--- config.mk ---
export PLATFORM = sky130hd
export DESIGN_NAME = mmio_uart_tx
export DESIGN_NICKNAME = d
export VERILOG_FILES = /design/src/rtl/mmio_uart_pkg.sv /design/src/rtl/sync_fifo.sv /design/src/rtl/mmio_uart_tx.sv
export SDC_FILE = /design/constraint.sdc
export NUM_CORES = 1
export LEC_CHECK = 0
export CAP_MARGIN = 20
export CORE_UTILIZATION = 52
export CTS_CLUSTER_DIAMETER = 200
export DETAILED_ROUTE_END_ITERATION = 10
export PLACE_DENSITY = 0.8
export SLEW_MARGIN = 5
export SYNTH_ARGS = -nofsm -noshare
export SYNTH_HDL_FRONTEND = slang
export SYNTH_SLANG_ARGS = --single-unit
--- constraint.sdc ---
create_clock -name CLK -period 4.45 [get_ports CLK]
set_input_delay 1.1125 -clock CLK [delete_from_list [all_inputs] [get_ports CLK]]
set_output_delay 1.1125 -clock CLK [all_outputs]
set_load 0.02 [all_outputs]
--- src/rtl/mmio_uart_pkg.sv ---
// Shared register map, STATUS bit positions and transmit FSM encoding for the MMIO UART.
package mmio_uart_pkg;

  localparam logic [3:0] OFF_TXDATA = 4'h0;
  localparam logic [3:0] OFF_STATUS = 4'h4;
  localparam logic [3:0] OFF_DIV    = 4'h8;

  localparam int ST_FULL    = 0;
  localparam int ST_EMPTY   = 1;
  localparam int ST_BUSY    = 2;
  localparam int ST_OVERRUN = 3;
  localparam int ST_CNT_LSB = 8;

  typedef enum logic [1:0] {
    S_IDLE  = 2'd0,
    S_START = 2'd1,
    S_DATA  = 2'd2,
    S_STOP  = 2'd3
  } tx_state_e;

  // A divisor below 2 cannot produce a usable bit period.
  function automatic logic [15:0] clamp_div(input logic [15:0] v);
    return (v < 16'd2) ? 16'd2 : v;
  endfunction

endpackage

--- src/rtl/sync_fifo.sv ---
// Single-clock FIFO, registered pointers, combinational head; pushes/pops take effect at the clock edge.
// The caller guarantees no push when full (unless popping) and no pop when empty.
module sync_fifo #(
  parameter int WIDTH = 8,
  parameter int DEPTH = 16
) (
  input  logic                     clk_i,
  input  logic                     rst_ni,
  input  logic                     push_i,
  input  logic [WIDTH-1:0]         din_i,
  input  logic                     pop_i,
  output logic [WIDTH-1:0]         dout_o,
  output logic                     full_o,
  output logic                     empty_o,
  output logic [$clog2(DEPTH):0]   count_o
);

  localparam int AW = $clog2(DEPTH);

  logic [WIDTH-1:0] mem_q [DEPTH];
  logic [AW-1:0]    wr_ptr_q, rd_ptr_q;
  logic [AW:0]      count_q;

  always_ff @(posedge clk_i) begin
    if (!rst_ni) begin
      wr_ptr_q <= '0;
      rd_ptr_q <= '0;
      count_q  <= '0;
    end else begin
      if (push_i) wr_ptr_q <= wr_ptr_q + 1'b1;
      if (pop_i)  rd_ptr_q <= rd_ptr_q + 1'b1;
      case ({push_i, pop_i})
        2'b10:   count_q <= count_q + 1'b1;
        2'b01:   count_q <= count_q - 1'b1;
        default: count_q <= count_q;
      endcase
    end
  end

  always_ff @(posedge clk_i) begin
    if (push_i) mem_q[wr_ptr_q] <= din_i;
  end

  assign dout_o  = mem_q[rd_ptr_q];
  assign count_o = count_q;
  assign full_o  = (count_q == (AW+1)'(DEPTH));
  assign empty_o = (count_q == '0);

endmodule

--- src/rtl/mmio_uart_tx.sv ---
// Memory-mapped 8N1 transmit UART: bus write -> FIFO next edge -> TXD start bit one edge later; reads return next cycle.
// No bus backpressure: pushes into a full FIFO are dropped and flagged in OVERRUN. Macro MMIO_UART_TX_DIV_WR_EN makes DIV writable.
module mmio_uart_tx
  import mmio_uart_pkg::*;
#(
  parameter logic [31:0] BASE_ADDR  = 32'h1000_0000,
  parameter logic [15:0] CLK_DIV    = 16'd868,
  parameter int          FIFO_DEPTH = 16
) (
  input  logic        CLK,
  input  logic        RST,
  input  logic        RDEN,
  input  logic [31:0] RIADDR,
  output logic [31:0] ROADDR,
  output logic        RVALID,
  output logic [31:0] RDATA,
  input  logic        WREN,
  input  logic [3:0]  WSTRB,
  input  logic [31:0] WADDR,
  input  logic [31:0] WDATA,
  output logic        TXD,
  output logic        TX_IRQ
);

  localparam int CW = $clog2(FIFO_DEPTH) + 1;

  tx_state_e    state_q, state_d;
  logic [15:0]  timer_q, timer_d;
  logic [7:0]   shreg_q, shreg_d;
  logic [2:0]   bitcnt_q, bitcnt_d;
  logic         txd_q, txd_d, irq_q, irq_d, overrun_q, overrun_d;
  logic         rvalid_q;
  logic [31:0]  roaddr_q, roaddr_d, rdata_q, rdata_d;
  logic [15:0]  div_val;

  logic         fifo_full, fifo_empty, pop, push_req, push_ok;
  logic [7:0]   fifo_dout;
  logic [CW-1:0] fifo_count;
  logic [15:0]  cnt_ext;
  logic [31:0]  status_w;

  wire rd_hit = RDEN && (RIADDR[31:4] == BASE_ADDR[31:4]);
  wire wr_hit = WREN && (WADDR[31:4] == BASE_ADDR[31:4]);

  assign pop      = (state_q == S_IDLE) && !fifo_empty;
  assign push_req = wr_hit && (WADDR[3:0] == OFF_TXDATA) && WSTRB[0];
  // A pop in the same cycle frees the slot the push needs.
  assign push_ok  = push_req && (!fifo_full || pop);
  assign overrun_d = (overrun_q && !(rd_hit && RIADDR[3:0] == OFF_STATUS)) || (push_req && !push_ok);

  sync_fifo #(.WIDTH(8), .DEPTH(FIFO_DEPTH)) u_fifo (
    .clk_i   (CLK),
    .rst_ni  (RST),
    .push_i  (push_ok),
    .din_i   (WDATA[7:0]),
    .pop_i   (pop),
    .dout_o  (fifo_dout),
    .full_o  (fifo_full),
    .empty_o (fifo_empty),
    .count_o (fifo_count)
  );

`ifdef MMIO_UART_TX_DIV_WR_EN
  logic [15:0] div_q, div_d;
  always_comb begin
    div_d = div_q;
    if (wr_hit && WADDR[3:0] == OFF_DIV && WSTRB[1:0] == 2'b11) div_d = clamp_div(WDATA[15:0]);
  end
  always_ff @(posedge CLK) begin
    if (!RST) div_q <= CLK_DIV;
    else      div_q <= div_d;
  end
  assign div_val = div_q;
`else
  assign div_val = CLK_DIV;
`endif

  assign cnt_ext = 16'(fifo_count);

  always_comb begin
    status_w = '0;
    status_w[ST_FULL]    = fifo_full;
    status_w[ST_EMPTY]   = fifo_empty;
    status_w[ST_BUSY]    = (state_q != S_IDLE);
    status_w[ST_OVERRUN] = overrun_q;
    status_w[ST_CNT_LSB +: 8] = cnt_ext[7:0];
  end

  always_comb begin
    roaddr_d = roaddr_q;
    rdata_d  = rdata_q;
    if (rd_hit) begin
      roaddr_d = RIADDR;
      case (RIADDR[3:0])
        OFF_STATUS: rdata_d = status_w;
        OFF_DIV:    rdata_d = {16'h0, div_val};
        default:    rdata_d = '0;
      endcase
    end
  end

  always_comb begin
    state_d  = state_q;
    timer_d  = timer_q;
    shreg_d  = shreg_q;
    bitcnt_d = bitcnt_q;
    case (state_q)
      S_IDLE: begin
        if (!fifo_empty) begin
          state_d = S_START;
          shreg_d = fifo_dout;
          timer_d = div_val - 16'd1;
        end
      end
      S_START: begin
        if (timer_q == '0) begin
          state_d  = S_DATA;
          timer_d  = div_val - 16'd1;
          bitcnt_d = '0;
        end else timer_d = timer_q - 16'd1;
      end
      S_DATA: begin
        if (timer_q == '0) begin
          timer_d = div_val - 16'd1;
          if (bitcnt_q == 3'd7) state_d = S_STOP;
          else begin
            shreg_d  = shreg_q >> 1;
            bitcnt_d = bitcnt_q + 3'd1;
          end
        end else timer_d = timer_q - 16'd1;
      end
      default: begin
        if (timer_q == '0) state_d = S_IDLE;
        else timer_d = timer_q - 16'd1;
      end
    endcase
    case (state_d)
      S_START: txd_d = 1'b0;
      S_DATA:  txd_d = shreg_d[0];
      default: txd_d = 1'b1;
    endcase
    irq_d = fifo_empty && (state_q == S_IDLE);
  end

  always_ff @(posedge CLK) begin
    if (!RST) begin
      state_q   <= S_IDLE;
      timer_q   <= '0;
      shreg_q   <= '0;
      bitcnt_q  <= '0;
      txd_q     <= 1'b1;
      irq_q     <= 1'b1;
      overrun_q <= 1'b0;
      rvalid_q  <= 1'b0;
      roaddr_q  <= '0;
      rdata_q   <= '0;
    end else begin
      state_q   <= state_d;
      timer_q   <= timer_d;
      shreg_q   <= shreg_d;
      bitcnt_q  <= bitcnt_d;
      txd_q     <= txd_d;
      irq_q     <= irq_d;
      overrun_q <= overrun_d;
      rvalid_q  <= rd_hit;
      roaddr_q  <= roaddr_d;
      rdata_q   <= rdata_d;
    end
  end

  logic unused_bits;
  assign unused_bits = ^{WDATA[31:8], WSTRB[3:1], cnt_ext[15:8]};

  assign RVALID = rvalid_q;
  assign ROADDR = roaddr_q;
  assign RDATA  = rdata_q;
  assign TXD    = txd_q;
  assign TX_IRQ = irq_q;

endmodule
==> reports/qor.txt, run 1 <==
======================================================================================
Gate Count Post-Synth ...................................................          680
Number of DRC violations after detailed routing .........................            0
Most common cell in the synthesized netlist .............................     edfxtp_1
Number of port buffers ..................................................          122
Place WS ................................................................     0.366 ns
Maximum ir drop on the vdd rail .........................................     0.360 mV
Number of max-slew violations in the final report .......................            0
I/O pin count ...........................................................          171
CTS root buffer .........................................................    clkbuf_16
Effective utilization at floorplan ......................................        0.540
Cell count after placement ..............................................         1002
Most common flop cell mapped by yosys ...................................     edfxtp_1
Mux share of post-synthesis cell area ...................................       0.0966
H-tree lvl count ........................................................            1
Number of optimization iterations in the first detailed-route pass ......            5
Class of the tightest hold or removal check ............................. flop to flop
Vertical extent of the die ..............................................       134 um
Proportion of power drawn by flip-flops and latches .....................        0.504
Hold path depth .........................................................            2
Aggregate global-route resource usage ...................................        0.221
Setup TNS ...............................................................         0 ns
Count of antenna diodes in the layout ...................................            0
Hold worst-path end .....................................................    ROADDR[0]
Setup CP Type ........................................................... input port to flop
Share of cells above drive strength 1 ...................................        0.122
Wire length after detailed routing ......................................      19.3 mm
Maximum Capacitance Violations ..........................................            0
FF-to-FF Start .......................................................... u_fifo.count_o[0]
Post-synthesis register bit count .......................................          220
Data arrival time of the worst path .....................................      3.99 ns
Share of total power in combinational logic .............................        0.051
Fraction of the mapped netlist area in compound gates ...................       0.0589
Setup clock skew after layout ...........................................    0.0167 ns
Post-CTS sizing .........................................................            0
Synth area leaders ...................................................... edfxtp_1 (42%), dfxtp_1 (20%), mux4_2 (8.7%)
Worst flop-to-flop path endpoint ........................................ u_fifo.count_o[2]
Leading post-synthesis cells by instance count .......................... edfxtp_1 (128), dfxtp_1 (92), nor2_1 (51)
First-pass GRT wire length ..............................................      31.0 mm
Routed vias/inst ........................................................         5.73
Post-Synth XOR/XNOR Area ................................................       0.0202
Clock tree from TritonCTS ...............................................        built
Post-detailed-route count of antenna-violating nets .....................            0
Share of the cycle needed by the critical path after routing ............        0.796
Clock share of power ....................................................        0.445
Max transition margin ...................................................        0.481
Total number of clock tree sinks ........................................          220
Core Rows ...............................................................           47
Overall die area ........................................................   18000 um^2
Adder-Cell Fraction of Synth Area .......................................       0.0220
Min setup slack post-route ..............................................     0.909 ns
Total standard cell area after synthesis ................................    9090 um^2
Path depth of the worst reg2reg path ....................................           11
Core Area ...............................................................   16800 um^2
Time the worst path needs with I/O delays and setup .....................      3.54 ns
Pwr Total ...............................................................      4.29 mW
Net Sw Power ............................................................     0.900 mW
Setup repair after global routing missed its margin .....................        false
Via total after detailed routing ........................................         5979
Skew-Pair Late Insertion Delay ..........................................      0.52 ns
HPWL after detailed placement ...........................................      13.2 mm
Number of synthesized flops with an enable pin ..........................          128
Highest Clock Rate ......................................................    0.282 GHz
Critical path required time .............................................      4.90 ns
Area share of the largest cell type after synthesis .....................        0.423
Relative area change from synthesis to final layout .....................        23.7%
Initial antenna violation count .........................................            0
Routed length per placed instance .......................................      18.5 um
Ys async rst share ......................................................            0
Int Power ...............................................................      3.39 mW
Number of hold violations in the final report ...........................            0
Count of nets after finishing ...........................................          927
Switching Share .........................................................        0.210
Fraction of the mapped netlist area in simple logic gates ...............        0.132
Hold buffer count at CTS ................................................            0
Run status .............................................................. complete, no violations
Leakage .................................................................      3.90 nW
Synth warn ..............................................................            0
Grt total ovfl ..........................................................            0
Category of the worst setup path launch point ...........................   input port
Part of the Yosys area used for sequential elements .....................        0.626
Total power per unit cell area ..........................................  382 nW/um^2
Count of different cell masters after synthesis .........................           55
Least-Margin Pin Slew ...................................................     0.774 ns
Worst hold path startpoint ..............................................    ROADDR[0]
Via count of the first global-routing pass ..............................         6088
Final cell count without fillers ........................................         1043
Type of element capturing the critical path .............................         flop
Dominant cell type by area after synthesis ..............................     edfxtp_1
Largest family of logic cells by synthesized area ....................... simple AND/OR/NAND/NOR gates
CP Max Fanout ...........................................................            9
Clock buffer depth ......................................................            3
Minimum setup slack among reg-to-reg paths ..............................      1.09 ns
First DRT Iteration DRCs ................................................          478
Maximum number of pins on one net before global-route repair ............           45
Final setup vio count ...................................................            0
Die width ...............................................................       134 um
Total CTS buffers .......................................................           23
Syn avg cell area .......................................................    13.4 um^2
Weighted congestion reported at the end of routability-driven placement .        0.849
CTS clk-pin slew, worst paths ...........................................      0.06 ns
Buffers inserted by post-CTS timing repair ..............................            0
======================================================================================
## flip-flops by register name (all words and copies together), names as in the netlist, named ones only
signal	cells
state_q	2
ROADDR	32
u_fifo.wr_ptr_q	4
RVALID	1
RDATA	10
u_fifo.rd_ptr_q	4
TX_IRQ	1
timer_q	16
overrun_q	1
TXD	1
u_fifo.mem_q	128
u_fifo.count_o	5
bitcnt_q	3
shreg_q	8
## metal layers
layer	GRT usage	part of all wire	vias up
met5	0	0	-
met2	0.397	0.52	196
met1	0.269	0.41	2971
li1	-	-	2765
met4	0.0787	0.027	0
met3	0.0336	0.044	47
## area by class of cell
type	count	area, um^2
multi-input cells	401	3070
repair buffers	141	1360
fillers	1172	5580
clock inverters	10	120
flip-flops and latches	220	5690
well taps	220	275
inverters	20	75.1
clock buffers	31	646
## worst max path at each step
stage                        end  slack [ns]       from  cells past startpoint
6_report       u_fifo.count_o[2]        0.91  WADDR[29]                     12
5_1_grt        u_fifo.count_o[2]        0.59  WADDR[29]                     12
4_1_cts        u_fifo.count_o[2]        0.90   WADDR[0]                     12
3_5_place_dp   u_fifo.count_o[2]        0.37   WADDR[0]                     12
3_3_place_gp   u_fifo.count_o[2]        0.45  WADDR[29]                     12
2_1_floorplan  u_fifo.count_o[2]        0.83  WADDR[29]                     12
## stage by stage
step                      instance area, um^2  hold slack (ns)   util
final                                   11200            0.457  0.668
after global routing                    11200            0.480  0.668
after floorplan                          9160            0.426      -
after CTS                               11200            0.462  0.668
after global placement                  10500            0.443  0.623
after detailed placement                10500            0.454  0.623
## kinds of logic after synthesis
family,after synthesis
flops,220
simple gates,217
compound gates,82
buf+inv,79
mux,44
xor+xnor,21
fa+ha+maj,16
other cells,1
## layout by cell type (no fill, tap or decap), drive strengths merged, types with 11 or more instances in the layout
master,synthesis,final
nor3,18,18
and3,29,29
buf,33,19
xnor2,12,12
a21oi,35,35
nor2,51,51
nand2,35,35
edfxtp,128,128
o21ai,11,11
clkbuf,26,31
inv,20,21
dfxtp,92,92
clkdlybuf4s50,0,122
conb,1,21
nor4,22,22
mux4,35,35
ha,16,16
## power groups by stage
stage | Sequential (mW) | Clock [mW] | Combinational, mW
final | 2.16 | 1.91 | 0.220
after global routing | 2.16 | 2.01 | 0.235
after CTS | 2.16 | 1.93 | 0.217
after detailed placement | 2.20 | 0 | 0.215
after global placement | 2.20 | 0 | 0.204
after floorplan | 2.20 | 0 | 0.127
## critical path, stage by stage
cell             delay (ns)
clkdlybuf4s50_1        0.40
nor4b_1                0.34
nand3_1                0.19
nor4_4                 0.25
inv_1                  0.20
ha_1                   0.34
xor2_1                 0.18
ha_1                   0.19
a21oi_1                0.23
xor2_1                 0.11
or3_1                  0.31
a21oi_1                0.13
(Power assumes the default switching activity.)
==> run 2: changes to the inputs <==
- clock period: 4.45 -> 3.3 ns (I/O delays scaled with it)
==> reports/qor.txt, run 2 (synthesis gave the netlist of run 1 again) <==
======================================================================================
Pwr Total ...............................................................      5.63 mW   was 4.29 mW
Met3 global-route usage .................................................       0.0374   was 0.0336
Setup CP Type ........................................................... input port to flop   unchanged
CTS clk-pin slew, worst paths ...........................................      0.06 ns   about the same
Type of element capturing the critical path .............................         flop   unchanged
Highest Clock Rate ......................................................    0.325 GHz
Grt total ovfl ..........................................................            0   unchanged
Post-layout instance area ...............................................   11400 um^2   was 11200 um^2
Post-detailed-route count of antenna-violating nets .....................            0   unchanged
Placed cell area ........................................................   10600 um^2   was 10500 um^2
Total number of clock tree sinks ........................................          220   unchanged
Routed length per placed instance .......................................      18.5 um   about the same
Slowest CP cell ......................................................... clkdlybuf4s50_1   unchanged
Core Rows ...............................................................           47   unchanged
Maximum number of pins on one net before global-route repair ............           37   was 45
Net Sw Power ............................................................      1.18 mW   was 0.900 mW
Maximum ir drop on the vdd rail .........................................     0.423 mV   was 0.360 mV
Clock share of power ....................................................        0.429   was 0.445
Leakage .................................................................      3.96 nW   was 3.90 nW
Worst hold path startpoint ..............................................    ROADDR[0]   unchanged
Run status .............................................................. complete, no violations   unchanged
Number of DRC violations after detailed routing .........................            0   unchanged
Hold buffer count at CTS ................................................            0   unchanged
Critical-path cell list ................................................. clkdlybuf4s50_1 -> nor4b_1 -> nand4_1 -> nor4_4 -> inv_2 -> buf_4 -> ha_1 -> nor4b_1 -> nand2_1 -> o211ai_1 -> xnor2_1 -> nor2_1   was clkdlybuf4s50_1 -> nor4b_1 -> nand3_1 -> nor4_4 -> inv_1 -> ha_1 -> xor2_1 -> ha_1 -> a21oi_1 -> xor2_1 -> or3_1 -> a21oi_1
Max FFs per register ....................................................          128   unchanged
I/O pin count ...........................................................          171   unchanged
Clock buffer depth ......................................................            3   unchanged
Share of the cycle needed by the critical path after routing ............        0.932
Number of max-slew violations in the final report .......................            0   unchanged
Effective utilization at floorplan ......................................        0.540   unchanged
Maximum Capacitance Violations ..........................................            0   unchanged
First DRT Iteration DRCs ................................................          460   was 478
Number of optimization iterations in the first detailed-route pass ......            5   unchanged
Proportion of power drawn by flip-flops and latches .....................        0.518   was 0.504
Time the worst path needs with I/O delays and setup .....................      3.08 ns
Worst flop-to-flop path endpoint ........................................ u_fifo.count_o[4]   was u_fifo.count_o[2]
Skew-Pair Late Insertion Delay ..........................................      0.52 ns   about the same
Number of port buffers ..................................................          122   unchanged
Data arrival time of the worst path .....................................      3.46 ns   was 3.99 ns
Count of nets after finishing ...........................................          940   was 927
Most used cells in the layout excluding fill and tap cells .............. edfxtp_1 (128), clkdlybuf4s50_1 (122), dfxtp_1 (91), nor2_1 (51)   unchanged
Vertical extent of the die ..............................................       134 um   unchanged
H-tree lvl count ........................................................            1   unchanged
# fillers ...............................................................         1176   was 1172
Via count of the first global-routing pass ..............................         6047   was 6088
Aggregate global-route resource usage ...................................        0.224   was 0.221
Most Crowded Layer GR ...................................................         met2   unchanged
Via total after detailed routing ........................................         6068   was 5979
CP Max Fanout ...........................................................            8   was 9
Dominant cell type by count on the critical path ........................      nor4b_1
Total power per unit cell area ..........................................  496 nW/um^2   was 382 nW/um^2
Setup repair after global routing missed its margin .....................        false   unchanged
Class of the tightest hold or removal check ............................. flop to flop   unchanged
Weighted congestion reported at the end of routability-driven placement .        0.835   was 0.849
Buffers inserted by post-CTS timing repair ..............................            0   unchanged
CP peak stage delay .....................................................      0.42 ns   was 0.40 ns
Critical path required time .............................................      3.69 ns   was 4.90 ns
Setup clock skew after layout ...........................................    0.0152 ns   was 0.0167 ns
Category of the worst setup path launch point ...........................   input port   unchanged
Core Area ...............................................................   16800 um^2   unchanged
Initial antenna violation count .........................................            0   unchanged
Relative area change from synthesis to final layout .....................        24.9%   was 23.7%
Path depth of the worst reg2reg path ....................................           11   unchanged
Overall die area ........................................................   18000 um^2   unchanged
Met1 usage in global routing ............................................        0.276   was 0.269
Number of hold violations in the final report ...........................            0   unchanged
HPWL after detailed placement ...........................................      13.3 mm   was 13.2 mm
Biggest register ........................................................ u_fifo.mem_q   unchanged
Final setup vio count ...................................................            0   unchanged
Share of total power in combinational logic .............................        0.054   was 0.051
Max transition margin ...................................................        0.506   was 0.481
FF-to-FF Start .......................................................... u_fifo.count_o[1]   was u_fifo.count_o[0]
CTS root buffer .........................................................    clkbuf_16   unchanged
Total CTS buffers .......................................................           22   was 23
Share of cells above drive strength 1 ...................................        0.140   was 0.122
Minimum setup slack among reg-to-reg paths ..............................      0.33 ns   was 1.09 ns
Met2 GRT Util ...........................................................        0.402   was 0.397
Clock tree from TritonCTS ...............................................        built   unchanged
Hold worst-path end .....................................................    ROADDR[0]   unchanged
Hold path depth .........................................................            2   unchanged
Die width ...............................................................       134 um   unchanged
Least-Margin Pin Slew ...................................................     0.736 ns   was 0.774 ns
Count of antenna diodes in the layout ...................................            0   unchanged
Wire length after detailed routing ......................................      19.5 mm   was 19.3 mm
Switching Share .........................................................        0.210   about the same
Int Power ...............................................................      4.45 mW   was 3.39 mW
Routed vias/inst ........................................................         5.75   was 5.73
Commonest non-fill, non-tap cell in the layout ..........................     edfxtp_1   unchanged
First-pass GRT wire length ..............................................      31.7 mm   was 31.0 mm
======================================================================================
run 2: worst max-delay path, delay by kind of cell:
family	cells	cell delay, ns
AOI/OAI and AO/OA	1	0.13
adders and majority gates	1	0.37
xor gates and xnor gates	1	0.14
and+or+nand+nor	6	1.39
buffers and inverters	3	0.62
run 2: worst max path at each step:
stage                     startpoint                end  slack (ns)  depth (start not counted)
after global placement      WADDR[0]  u_fifo.count_o[2]       -0.17                         12
after detailed placement    WADDR[0]  u_fifo.count_o[4]       -0.28                         12
after floorplan             WADDR[5]  u_fifo.count_o[2]      0.0007                         12
after CTS                   WADDR[0]  u_fifo.count_o[4]        0.22                         12
final                       WADDR[0]  u_fifo.count_o[4]        0.22                         12
after global routing        WADDR[5]  u_fifo.count_o[2]        0.02                         12
run 2: power groups by stage:
| stage | logic (mW) | clock network (mW) | registers (mW) |
|---|---|---|---|
| after floorplan | 0.171 | 0 | 2.97 |
| after global placement | 0.283 | 0 | 2.97 |
| after detailed placement | 0.296 | 0 | 2.97 |
| after CTS | 0.299 | 2.45 | 2.91 |
| after global routing | 0.327 | 2.57 | 2.91 |
| final | 0.303 | 2.41 | 2.91 |
run 2: routing by layer:
layer / share of wire / routed length [um]
met5: 0 / 0
met4: 0.018 / 352
met3: 0.057 / 1120
met2: 0.52 / 10100
met1: 0.41 / 7900
run 2: metrics by stage:
step	util	setup WS (ns)	hold WS (ns)	setup TNS, ns	cells
final	0.675	0.224	0.467	0	1055
after detailed placement	0.633	-0.283	0.457	-5.11	1016
after CTS	0.675	0.224	0.473	0	1055
after global placement	0.633	-0.169	0.440	-2.09	1016
after global routing	0.675	0.0182	0.483	0	1055
after floorplan	-	0.000716	0.426	0	700
run 2: cell type report:
type	instances	area, um^2	area share
Clock buffer	26	576	0.0507
Clock inverter	13	130	0.0115
Inverter	20	75.1	0.00661
Multi-Input combinational cell	401	3080	0.271
Sequential cell	220	5690	0.501
Tap cell	220	275	0.0242
Timing Repair Buffer	155	1530	0.135
run 2: what timing repair did:
item	4_1_cts	5_1_grt
gates resized for setup	0	1
setup endpoints to repair	0	1
endpoints found under the hold margin	0	0
